<file path="config.mk">
export PLATFORM = sky130hd
export DESIGN_NAME = xor_txn_master
export DESIGN_NICKNAME = d
export VERILOG_FILES = /design/src/rtl/xor_txn_master.sv
export SDC_FILE = /design/constraint.sdc
export NUM_CORES = 1
export LEC_CHECK = 0
export ABC_AREA = 0
export BUFFER_PORTS_ARGS = -buffer_cell sky130_fd_sc_hd__buf_2
export CAP_MARGIN = 20
export CORE_MARGIN = 2
export CORE_UTILIZATION = 55
export DETAILED_ROUTE_END_ITERATION = 8
export HOLD_SLACK_MARGIN = 0.12
export PLACE_DENSITY = 0.74
export SYNTH_ARGS = -nofsm -noshare
export SYNTH_HDL_FRONTEND = slang
export SYNTH_SLANG_ARGS = --single-unit
</file>
<file path="constraint.sdc">
create_clock -name clk -period 7.41 [get_ports clk]
set_input_delay 1.1115 -clock clk [delete_from_list [all_inputs] [get_ports clk]]
set_output_delay 1.1115 -clock clk [all_outputs]
set_load 0.01 [all_outputs]
</file>
<file path="src/rtl/xor_txn_master.sv">
// Transaction master that streams LFSR operand pairs into an XOR FIFO and checks returned results.
// Optional watchdog on the drain phase is enabled by defining XOR_TXN_TIMEOUT_EN.
module xor_txn_master #(
  parameter int CNT_W  = 16,
  parameter int QDEPTH = 4
) (
  input  logic             clk,
  input  logic             rst,
  input  logic             start,
  input  logic [CNT_W-1:0] num_txn,
  input  logic [7:0]       seed,
  output logic             wr_en,
  output logic [1:0]       din,
  input  logic             full,
  output logic             rd_en,
  input  logic             dout,
  input  logic             empty,
  output logic             busy,
  output logic             done,
  output logic [CNT_W-1:0] pass_cnt,
  output logic [CNT_W-1:0] fail_cnt,
  output logic             timeout
);

  // QDEPTH is a power of two >= 2, so pointers wrap for free at their natural width.
  localparam int AW = $clog2(QDEPTH);

  typedef enum logic [1:0] {S_IDLE, S_RUN, S_DRAIN, S_DONE} state_t;

  state_t           r_state, w_next;
  logic [CNT_W-1:0] r_num, r_sent, r_rcvd;
  logic [CNT_W-1:0] r_pass, r_fail;
  logic [7:0]       r_lfsr;
  logic [7:0]       w_lfsr_next;
  logic [QDEPTH-1:0] r_q;
  logic [AW-1:0]    r_wptr, r_rptr;
  logic [AW:0]      r_occ;
  logic             w_accept, w_q_full, w_q_empty;
  logic             w_push, w_pop, w_match;
  logic             w_sent_last, w_rcvd_last, w_wdog_exp;

  assign w_accept    = start && (r_state == S_IDLE || r_state == S_DONE);
  assign w_q_full    = (r_occ == (AW+1)'(QDEPTH));
  assign w_q_empty   = (r_occ == '0);
  assign w_lfsr_next = {r_lfsr[6:0], r_lfsr[7] ^ r_lfsr[5] ^ r_lfsr[4] ^ r_lfsr[3]};
  assign din         = r_lfsr[1:0];
  assign w_push      = wr_en;
  assign w_pop       = rd_en;
  assign w_match     = (dout == r_q[r_rptr]);
  assign w_sent_last = w_push && ((r_sent + 1'b1) == r_num);
  assign w_rcvd_last = w_pop && ((r_rcvd + 1'b1) == r_num);

`ifdef XOR_TXN_TIMEOUT_EN
  logic [7:0] r_wdog;
  logic       r_timeout;
  assign w_wdog_exp = (r_state == S_DRAIN) && (r_wdog == 8'hFF) && !w_pop;
  assign timeout    = r_timeout;

  // Watchdog only runs while draining; any read restarts it.
  always_ff @(posedge clk) begin
    if (rst || w_accept) begin
      r_wdog    <= '0;
      r_timeout <= 1'b0;
    end else if (r_state == S_DRAIN) begin
      r_wdog <= w_pop ? 8'h00 : r_wdog + 8'h01;
      if (w_wdog_exp) r_timeout <= 1'b1;
    end else begin
      r_wdog <= '0;
    end
  end
`else
  assign w_wdog_exp = 1'b0;
  assign timeout    = 1'b0;
`endif

  // State register
  always_ff @(posedge clk) begin
    if (rst) r_state <= S_IDLE;
    else     r_state <= w_next;
  end

  // Next-state logic
  always_comb begin
    w_next = r_state;
    case (r_state)
      S_IDLE, S_DONE: if (w_accept) w_next = (num_txn == '0) ? S_DONE : S_RUN;
      S_RUN:          if (w_sent_last) w_next = S_DRAIN;
      S_DRAIN:        if (w_rcvd_last || w_wdog_exp) w_next = S_DONE;
      default:        w_next = S_IDLE;
    endcase
  end

  // Output logic
  always_comb begin
    wr_en = 1'b0;
    rd_en = 1'b0;
    busy  = 1'b0;
    done  = 1'b0;
    case (r_state)
      S_RUN: begin
        busy  = 1'b1;
        wr_en = !full && (r_sent < r_num) && !w_q_full;
        rd_en = !empty && !w_q_empty;
      end
      S_DRAIN: begin
        busy  = 1'b1;
        rd_en = !empty && !w_q_empty;
      end
      S_DONE:  done = 1'b1;
      default: ;
    endcase
  end

  // Datapath: LFSR, expected-result queue, transaction and score counters
  always_ff @(posedge clk) begin
    if (rst) begin
      r_num  <= '0;
      r_sent <= '0;
      r_rcvd <= '0;
      r_pass <= '0;
      r_fail <= '0;
      r_lfsr <= 8'h01;
      r_q    <= '0;
      r_wptr <= '0;
      r_rptr <= '0;
      r_occ  <= '0;
    end else if (w_accept) begin
      r_num  <= num_txn;
      r_sent <= '0;
      r_rcvd <= '0;
      r_pass <= '0;
      r_fail <= '0;
      r_lfsr <= (seed == 8'h00) ? 8'h01 : seed;
      r_wptr <= '0;
      r_rptr <= '0;
      r_occ  <= '0;
    end else begin
      if (w_push) begin
        r_q[r_wptr] <= din[1] ^ din[0];
        r_wptr      <= r_wptr + 1'b1;
        r_lfsr      <= w_lfsr_next;
        r_sent      <= r_sent + 1'b1;
      end
      // Pop always sees the pre-push head, so same-cycle push/pop never aliases.
      if (w_pop) begin
        r_rptr <= r_rptr + 1'b1;
        r_rcvd <= r_rcvd + 1'b1;
        if (w_match) begin
          if (r_pass != '1) r_pass <= r_pass + 1'b1;
        end else begin
          if (r_fail != '1) r_fail <= r_fail + 1'b1;
        end
      end
      case ({w_push, w_pop})
        2'b10:   r_occ <= r_occ + 1'b1;
        2'b01:   r_occ <= r_occ - 1'b1;
        default: r_occ <= r_occ;
      endcase
    end
  end

  assign pass_cnt = r_pass;
  assign fail_cnt = r_fail;

endmodule

</file>
Yosys cells after proc, flatten, opt, wreduce, memory -nomap -nowiden
Cells that the tools add are included.

word-level totals
  flip-flop bits (word level) = 101
  latch bits = 0
  RAM bits = 0
  ROM bits = 0
  output and inout bits = 39
  memories kept = 0

operators by class
  $add $sub $neg = 8
  $mul = 0
  div/mod/pow operators = 0
  magnitude comparators = 4
  equal/unequal tests = 14
  shift-type cells = 0
  mux-type cells = 18
  bitwise gates (word level) = 6
  reductions and logical operators = 25

operator list
  cell                     count
  $add A16 B1 Y16 const B  4
  $eq A16 B16 Y1           2
  $ne A16 B16 Y1 const B   2
  $mux W8                  3
  $logic_not A16 Y1        1
  $lt A16 B16 Y1           1
  $reduce_and A3 Y1        3
  $logic_not A8 Y1         1
  $mux W2                  4
  $logic_and A1 B1 Y1      7
  $eq A2 B2 Y1 const B     3
  $lt A2 B3 Y1 const B     2
  $mux W1                  6
  $ne A2 B2 Y1 const B     3
  $pmux W2 S3              1
  $pmux W3 S2              1
  $reduce_or A2 Y1         3
  $add A2 B1 Y2 const B    2
  $bwmux W4                1
  $eq A2 B1 Y1 const B     2
  $logic_not A1 Y1         4
  $reduce_bool A2 Y1       2
  $xor A1 B1 Y1            4
  $add A3 B1 Y3 const B    1
  11 further kinds         12

Depth between registers and ports, before layout
Gate-level depths: netlist of run 1.

  word-level depth = 7
  depth in mapped cells = 14
  depth with buffers taken out = 13

Worst setup path before layout of run 1
OpenSTA, ideal clock, no wires.

  path kind = input port to flip-flop
  from = in empty
  to = reg r_occ[2]
  data arrival time = 3.330 ns
  data required time = 7.339 ns
  slack = 4.009 ns
  cell stages on the path = 10
  cells stage by stage = or3_1 > clkbuf_1 > clkinv_1 > clkbuf_1 > ha_1 > inv_1 > fa_1 > xor2_1 > or3_1 > a21oi_1

on the way
  cells in the longest elaborated chain, start to end = 5

ends and longest elaborated chain
  what                                               RTL line  source
  start: declaration                                 17        input logic empty,
  $logic_not A1 Y1 (*)                               103, 107
  $logic_and A1 B1 Y1 (*)                            103, 107
  $mux W1 (*)                                        -
  net rd_en                                          15        output logic rd_en,
  $eq A2 B1 Y1 or $eq A2 B2 Y1 (tied branches)       154       case ({w_push, w_pop})
  $pmux W3 S2 or $reduce_bool A2 Y1 (tied branches)  -
  end signal: assignment                             155       2'b10: r_occ <= r_occ + 1'b1;
  end signal: assignment                             156       2'b01: r_occ <= r_occ - 1'b1;
  end signal: assignment                             157       default: r_occ <= r_occ;
  end: declaration                                   37        logic [AW:0] r_occ;

The timed path passes the listed nets; every way through them passes the cells marked *.
A chain may end at the register's enable or synchronous reset.

Worst setup path after layout of run 1
  from = reg r_num[5]
  to = out wr_en

on the way
  cells in the longest elaborated chain, start to end = 4

ends and longest elaborated chain
  what                               RTL line  source
  start: declaration                 31        logic [CNT_W-1:0] r_num, r_sent, r_rcvd;
  start signal: assignment           128       r_num <= num_txn;
  $lt A16 B16 Y1                     102       wr_en = !full && (r_sent < r_num) && !w_q_full;
  $logic_and A1 B1 Y1 (2 in series)  102
  $mux W1                            99        case (r_state)
  end: declaration                   12        output logic wr_en,

Every way passes these cells.

==> results of run 1 <==
critical path: cells and delay by family (launching register included):
family	cells	cell delay, ns
AO/OA/AOI/OAI	4	0.59
buffers and inverters	4	0.88
adder cells (fa/ha/maj)	1	0.33
flip-flops	1	0.48
cell usage after synthesis, drive strengths merged, types with 2 or more instances:
| library cell | count |
|---|---|
| and2 | 3 |
| a31oi | 3 |
| nor3 | 18 |
| and4 | 4 |
| and3 | 8 |
| a21o | 3 |
| mux2i | 18 |
| clkbuf | 24 |
| nor2b | 3 |
| a21oi | 42 |
| a211oi | 8 |
| nand3 | 38 |
| ha | 29 |
| nand2 | 78 |
| nor4 | 12 |
| o211ai | 3 |
| o21ai | 17 |
| or4 | 3 |
| xnor2 | 58 |
| nor2 | 94 |
| dfxtp | 101 |
| buf | 8 |
| or3 | 15 |
| nand2b | 2 |
| o31ai | 3 |
| inv | 34 |
| xor2 | 44 |
| nand4 | 20 |
logic make-up (layout without fill, tap and decap cells):
family                     after synthesis  count (layout)  synth area share [%]
xor gates and xnor gates               102             102                  15.5
adders and majority gates               30              30                  6.60
AOI/OAI and AO/OA                       89              89                  9.42
muxes                                   20              20                  3.69
buffers and inverters                   67             122                  4.87
other                                    1               1                0.0646
DFF                                    101             101                  34.8
and+or+nand+nor                        301             301                  25.0
registers in the layout, indices dropped and copies added, names as in the netlist:
signal,flops
r_occ,3
pass_cnt,16
r_q,4
fail_cnt,16
r_num,16
r_lfsr,8
r_rcvd,16
r_sent,16
r_state,2
r_rptr,2
r_wptr,2
area by class of cell:
type | count | area (um^2) | share of cell area, %
Inverter | 35 | 131 | 2.05
Multi-Input combinational cell | 543 | 3500 | 54.7
Tap cell | 136 | 170 | 2.66
Timing Repair Buffer | 71 | 369 | 5.76
Sequential cell | 101 | 2020 | 31.6
Clock inverter | 7 | 88.8 | 1.39
Clock buffer | 9 | 124 | 1.93
stage by stage:
step / instances / cell area (um^2) / setup slack [ns] / utilization, %
after floorplan: 711 / 5800 / 4.01 / -
after global placement: 885 / 6180 / 3.91 / 60.2
after detailed placement: 885 / 6180 / 3.88 / 60.2
after CTS: 901 / 6400 / 3.62 / 62.2
after global routing: 902 / 6410 / 3.45 / 62.3
final: 902 / 6410 / 3.62 / 62.3
power groups by stage:
stage	logic [W]	registers (W)	clock network, W
after floorplan	0.000337	0.000641	0
after global placement	0.000416	0.000659	0
after detailed placement	0.000428	0.000663	0
after CTS	0.000431	0.000650	0.000384
after global routing	0.000485	0.000658	0.000406
final	0.000435	0.000649	0.000375
worst paths after layout:
kind / from / end
min: r_q[2] / r_q[2]
max: r_num[5] / wr_en
min reg2reg: r_q[2] / r_q[2]
max reg2reg: r_state[0] / r_state[0]
metal layers:
layer,vias up,part of all wire [%],GRT usage [%]
met5,-,0,0
met4,0,1.4,7.42
met3,14,3.8,4.38
met2,89,49,40.8
met1,2338,46,31.3
li1,2515,-,-
==> results.tsv, run 1 <==
stage	metric	value	unit
status	status	complete, no violations	
yosys	synthCells	711	
placement	dp_hpwl	9770	um
detailed_routing	antenna_left	0	
worst_hold_path	hp-class	reg2reg	
grt	grt_pass1_wl	22200	um
detailed_routing	first_pass_iters	4	
clocking	cts_hold_buffers	0	
clocking	cts_max_path_buffers	2	
setup_path	rrSetupSlack	4.21	ns
setup_path	worstSetupEndpointType	primary output	
yosys	synth_enable_flop_cells	0	
yosys	ys_seq_elements	101	
yosys	synth_ff_type	dfxtp_1	
clocking	cts_sinks	101	
clocking	clkTransAtPathRegs	0.10	ns
power_and_ir_drop	total_power	0.00146	W
placement	io_buffers	67	
power_and_ir_drop	power.clock.fraction	25.7	%
floorplanning	ios	69	
sta	rsz0062_at_grt	no	
setup_path	crit_fanout	19	
floorplanning	die_x	107	um
sta	setup_tns	0	ns
worst_hold_path	hold_depth	2	
sta	relSlewSlack	56.2	%
sta	hold_viol	0	
sta	fmax	264	MHz
detailed_routing	wl_per_cell	14.5	um
final_layout	nFillCells	959	
final_layout	num_antenna_cells	0	
floorplanning	coreArea	10300	um^2
power_and_ir_drop	pwr_density_cell	228	nW/um^2
floorplanning	die_h	107	um
power_and_ir_drop	worst_ir_drop_vdd	0.000198	V
grt	antenna_found_initial	0	
setup_path	startpoint_type	flip-flop	
sta	tightestPinTransition	0.655	ns
sta	period_minus_slack	3.79	ns
grt	grt_pass1_vias	4718	
setup_path	cp.required	6.30	ns
grt	grt_max_degree	54	
floorplanning	start_util	56.5	%
detailed_routing	via_count	4956	
final_layout	drive_gt1_share	13.3	%
power_and_ir_drop	power.leakage	2.46	nW
yosys	synth_area_leaders	dfxtp_1 35%, xnor2_1 8.6%, xor2_1 6.6%, ha_1 6.3%, nor2_1 6.1%	
clocking	cts-resized-gates	0	
placement	routabilityCongestion	0.894	
setup_path	crit_type	reg2out	
yosys	synth_area_per_cell	8.16	um^2
yosys	synthArstFlopShare	0	%
floorplanning	die_area	11400	um^2
clocking	cts_buffers	9	
power_and_ir_drop	internal_power	0.000930	W
final_layout	mostFrequentLayoutCells	101 x dfxtp_1, 94 x nor2_1, 77 x nand2_1	
power_and_ir_drop	p_seq_share	44.5	%
yosys	ys_seq_area_share	34.8	%
grt	overflow	0	
sta	report.final.slew_viol_count	0	
final_layout	syn2layout_area_growth	10.4	%
sta	hold_slack	0.500	ns
yosys	ys_types	61	
power_and_ir_drop	p_sw	0.000529	W
yosys	yosys_warnings	0	
power_and_ir_drop	combPwrFrac	29.8	%
clocking	h-tree-depth	3	
sta	period_share	51.1	%
setup_path	cp_cell_sequence	inv_1 > ha_1 > a21oi_1 > o21ai_0 > o21ai_1 > o21ai_2 > buf_4 > inv_2 > buf_2	
detailed_routing	via_per_inst	5.49	
power_and_ir_drop	sw_frac_of_total	36.2	%
clocking	post_cts.repair.setup_buffers	0	
setup_path	rr_worst_depth	9	
detailed_routing	wl	13100	um
grt	grtUsageTotal	24.1	%
sta	fin_worst_skew	0.0183	ns
sta	setup_violations	0	
clocking	root_buffer	clkbuf_8	
yosys	synth_top_area_share	34.8	%
setup_path	crit_slowest_cell	dfxtp_1	
yosys	synth.cell_area	5800	um^2
final_layout	final_common_cell	dfxtp_1	
run	maxCapViolations	0	
yosys	synthDominantAreaCellType	dfxtp_1	
clocking	cts_tree	yes	
setup_path	cpPeakStageDelay	0.48	ns
floorplanning	num_rows	37	
yosys	syn-num-nets	771	
detailed_routing	drt_iter0_drc	262	
clocking	clock_latency	0.38	ns
detailed_routing	drcViolationCount	0	
final_layout	final_nets	821	
setup_path	crit_arrival	2.67	ns
(Power assumes the default switching activity.)
==> run 2, diff against run 1 <==
ABC_AREA = 1   (was 0)
clock period = 3.7 ns   (was 7.41 ns; I/O delays follow)
==> results.tsv, run 2 <==
stage	metric	value	unit	change
status	status	complete, no violations		unchanged
final_layout	mostFrequentLayoutCells	226 x nand2_1, 112 x inv_1, 101 x dfxtp_1		was 101 x dfxtp_1, 94 x nor2_1, 77 x nand2_1
yosys	yosys_warnings	0		unchanged
setup_path	crit_fanout	16		was 19
power_and_ir_drop	worst_ir_drop_vdd	0.000342	V	was 0.000198 V
placement	io_buffers	67		unchanged
clocking	post_cts.repair.setup_buffers	0		unchanged
detailed_routing	via_per_inst	5.30		was 5.49
sta	relSlewSlack	39.1	%	was 56.2%
detailed_routing	wl_per_cell	13.2	um	was 14.5 um
floorplanning	start_util	56.1	%	was 56.5%
yosys	synth_enable_flop_cells	0		unchanged
final_layout	final_nets	1032		was 821
sta	period_minus_slack	3.20	ns	
grt	grt_pass1_wl	24500	um	was 22200 um
sta	report.final.slew_viol_count	0		unchanged
sta	tightestPinTransition	0.913	ns	was 0.655 ns
setup_path	startpoint_type	flip-flop		unchanged
yosys	ys_types	43		was 61
placement	routabilityCongestion	0.949		was 0.894
power_and_ir_drop	sw_frac_of_total	40.8	%	was 36.2%
yosys	synth_common_cells	226 x nand2_1, 112 x inv_1, 101 x dfxtp_1, 83 x nor2_1, 79 x a21oi_1		was 101 x dfxtp_1, 94 x nor2_1, 78 x nand2_1, 57 x xnor2_1, 44 x xor2_1
yosys	synth_area_per_cell	6.66	um^2	was 8.16 um^2
power_and_ir_drop	internal_power	0.00198	W	was 0.000930 W
floorplanning	coreArea	10800	um^2	was 10300 um^2
clocking	h-tree-depth	3		unchanged
yosys	ys_seq_elements	101		unchanged
floorplanning	num_rows	38		was 37
detailed_routing	first_pass_iters	6		was 4
worst_hold_path	hold_depth	3		was 2
power_and_ir_drop	combPwrFrac	39.0	%	was 29.8%
yosys	synth_area_leaders	dfxtp_1 33%, nand2_1 14%, inv_1 6.9%, a21oi_1 6.5%, ha_1 6.0%		was dfxtp_1 35%, xnor2_1 8.6%, xor2_1 6.6%, ha_1 6.3%, nor2_1 6.1%
grt	grt_pass1_vias	5314		was 4718
clocking	cts_buffers	9		unchanged
final_layout	final_common_cell	nand2_1		was dfxtp_1
power_and_ir_drop	p_seq_share	41.5	%	was 44.5%
sta	fmax	312	MHz	
yosys	synthCells	914		was 711
power_and_ir_drop	power.clock.fraction	19.5	%	was 25.7%
floorplanning	die_x	109	um	was 107 um
detailed_routing	via_count	5910		was 4956
power_and_ir_drop	pwr_density_cell	498	nW/um^2	was 228 nW/um^2
sta	hold_viol	0		unchanged
floorplanning	die_area	11900	um^2	was 11400 um^2
setup_path	rr_worst_depth	18		was 9
yosys	post-synth-top-count-cell	nand2_1		was dfxtp_1
grt	grt_max_degree	42		was 54
sta	rsz0062_at_grt	no		unchanged
sta	setup_violations	0		unchanged
yosys	ys_seq_area_share	33.2	%	was 34.8%
yosys	synth_top_area_share	33.2	%	was 34.8%
clocking	clock_latency	0.38	ns	about the same
power_and_ir_drop	power.leakage	2.86	nW	was 2.46 nW
clocking	cts_max_path_buffers	2		unchanged
yosys	synth.cell_area	6090	um^2	was 5800 um^2
sta	setup_slack	0.495	ns	was 3.62 ns
detailed_routing	wl	14700	um	was 13100 um
floorplanning	ios	69		unchanged
final_layout	num_antenna_cells	0		unchanged
setup_path	crit_arrival	2.65	ns	was 2.67 ns
clocking	clkTransAtPathRegs	0.10	ns	about the same
detailed_routing	drcViolationCount	0		unchanged
yosys	synth_ff_type	dfxtp_1		unchanged
sta	setup_tns	0	ns	unchanged
final_layout	nFillCells	1089		was 959
setup_path	cp.required	3.14	ns	was 6.30 ns
clocking	root_buffer	clkbuf_8		unchanged
placement	place_ws	0.912	ns	was 3.88 ns
grt	grtUsageTotal	26.3	%	was 24.1%
sta	fin_worst_skew	0.0114	ns	was 0.0183 ns
setup_path	worstSetupEndpointType	primary output		unchanged
grt	overflow	0		unchanged
clocking	cts_hold_buffers	0		unchanged
sta	period_share	86.6	%	
run	maxCapViolations	0		unchanged
detailed_routing	drt_iter0_drc	499		was 262
clocking	cts_sinks	101		unchanged
final_layout	syn2layout_area_growth	10.1	%	was 10.4%
final_layout	drive_gt1_share	11.6	%	was 13.3%
placement	dp_hpwl	11300	um	was 9770 um
setup_path	crit_type	reg2out		unchanged
yosys	synthDominantAreaCellType	dfxtp_1		unchanged
worst_hold_path	hp-class	in2reg		was reg2reg
clocking	cts_tree	yes		unchanged
grt	antenna_found_initial	0		unchanged
yosys	syn-num-nets	974		was 771
detailed_routing	antenna_left	0		unchanged
yosys	synthArstFlopShare	0	%	unchanged
clocking	cts-resized-gates	0		unchanged
power_and_ir_drop	p_sw	0.00136	W	was 0.000529 W
floorplanning	die_h	109	um	was 107 um
[run 2: final timing paths]
kind,slack (ns),end,from
max,0.50,wr_en,r_num[1]
min,0.44,r_lfsr[3],seed[3]
max reg2reg,0.89,r_occ[2],r_num[3]
min reg2reg,0.46,r_q[0],r_q[0]
[run 2: cell type report]
class | count | area (um^2) | area share (%)
tap | 140 | 175 | 2.62
sequential | 101 | 2020 | 30.2
inverter | 116 | 438 | 6.54
clock inverter | 4 | 33.8 | 0.504
timing repair buffer | 72 | 373 | 5.57
multi-input combinational | 672 | 3510 | 52.5
clock buffer | 11 | 141 | 2.11
[run 2: critical path, cell delays in order (launching register included)]
cell and delay, ns:
dfxtp_1 0.40, inv_1 0.08, ha_1 0.30, inv_1 0.06, nor2_1 0.03, o21bai_1 0.13
nand2_1 0.07, nand2_1 0.06, nand2_1 0.04, nand2_1 0.05, nand2_1 0.06, nand2_1 0.06
nand2_1 0.22, inv_1 0.49, buf_2 0.23
[run 2: cells by family (layout without fill, tap and decap cells)]
logic type	after synthesis	count (layout)	share of synthesized area [%]
adder cells (fa/ha/maj)	30	30	6.29
AO/OA/AOI/OAI	178	178	15.5
AND/OR/NAND/NOR	442	442	32.2
other	1	1	0.0616
XOR/XNOR	21	21	3.70
flip-flops	101	101	33.2
buffers and inverters	141	203	9.07
[run 2: power groups by stage]
stage | clock network, W | logic [W] | registers, W
3_3_place_gp | 0 | 0.00129 | 0.00140
4_1_cts | 0.000673 | 0.00130 | 0.00138
3_5_place_dp | 0 | 0.00130 | 0.00141
2_1_floorplan | 0 | 0.00101 | 0.00137
5_1_grt | 0.000706 | 0.00150 | 0.00141
6_report | 0.000650 | 0.00130 | 0.00139
[run 2: routing by layer]
metal  up-vias  wire, um  global-route usage, %
met5         -         0                      0
met4         0       311                   9.49
met3        19      1050                   4.00
met2       161      6440                   41.5
met1      2613      6940                   36.4
li1       3117         -                      -
[run 2: through the flow]
stage / cell area (um^2) / hold WS (ns) / util (%) / std cells / total power (W)
floorplan: 6090 / 0.425 / - / 914 / 0.00238
global placement: 6520 / 0.442 / 60.2 / 1101 / 0.00269
detailed placement: 6520 / 0.450 / 60.2 / 1101 / 0.00271
CTS: 6700 / 0.424 / 61.8 / 1116 / 0.00336
global route: 6700 / 0.436 / 61.8 / 1116 / 0.00361
finish: 6700 / 0.442 / 61.8 / 1116 / 0.00334
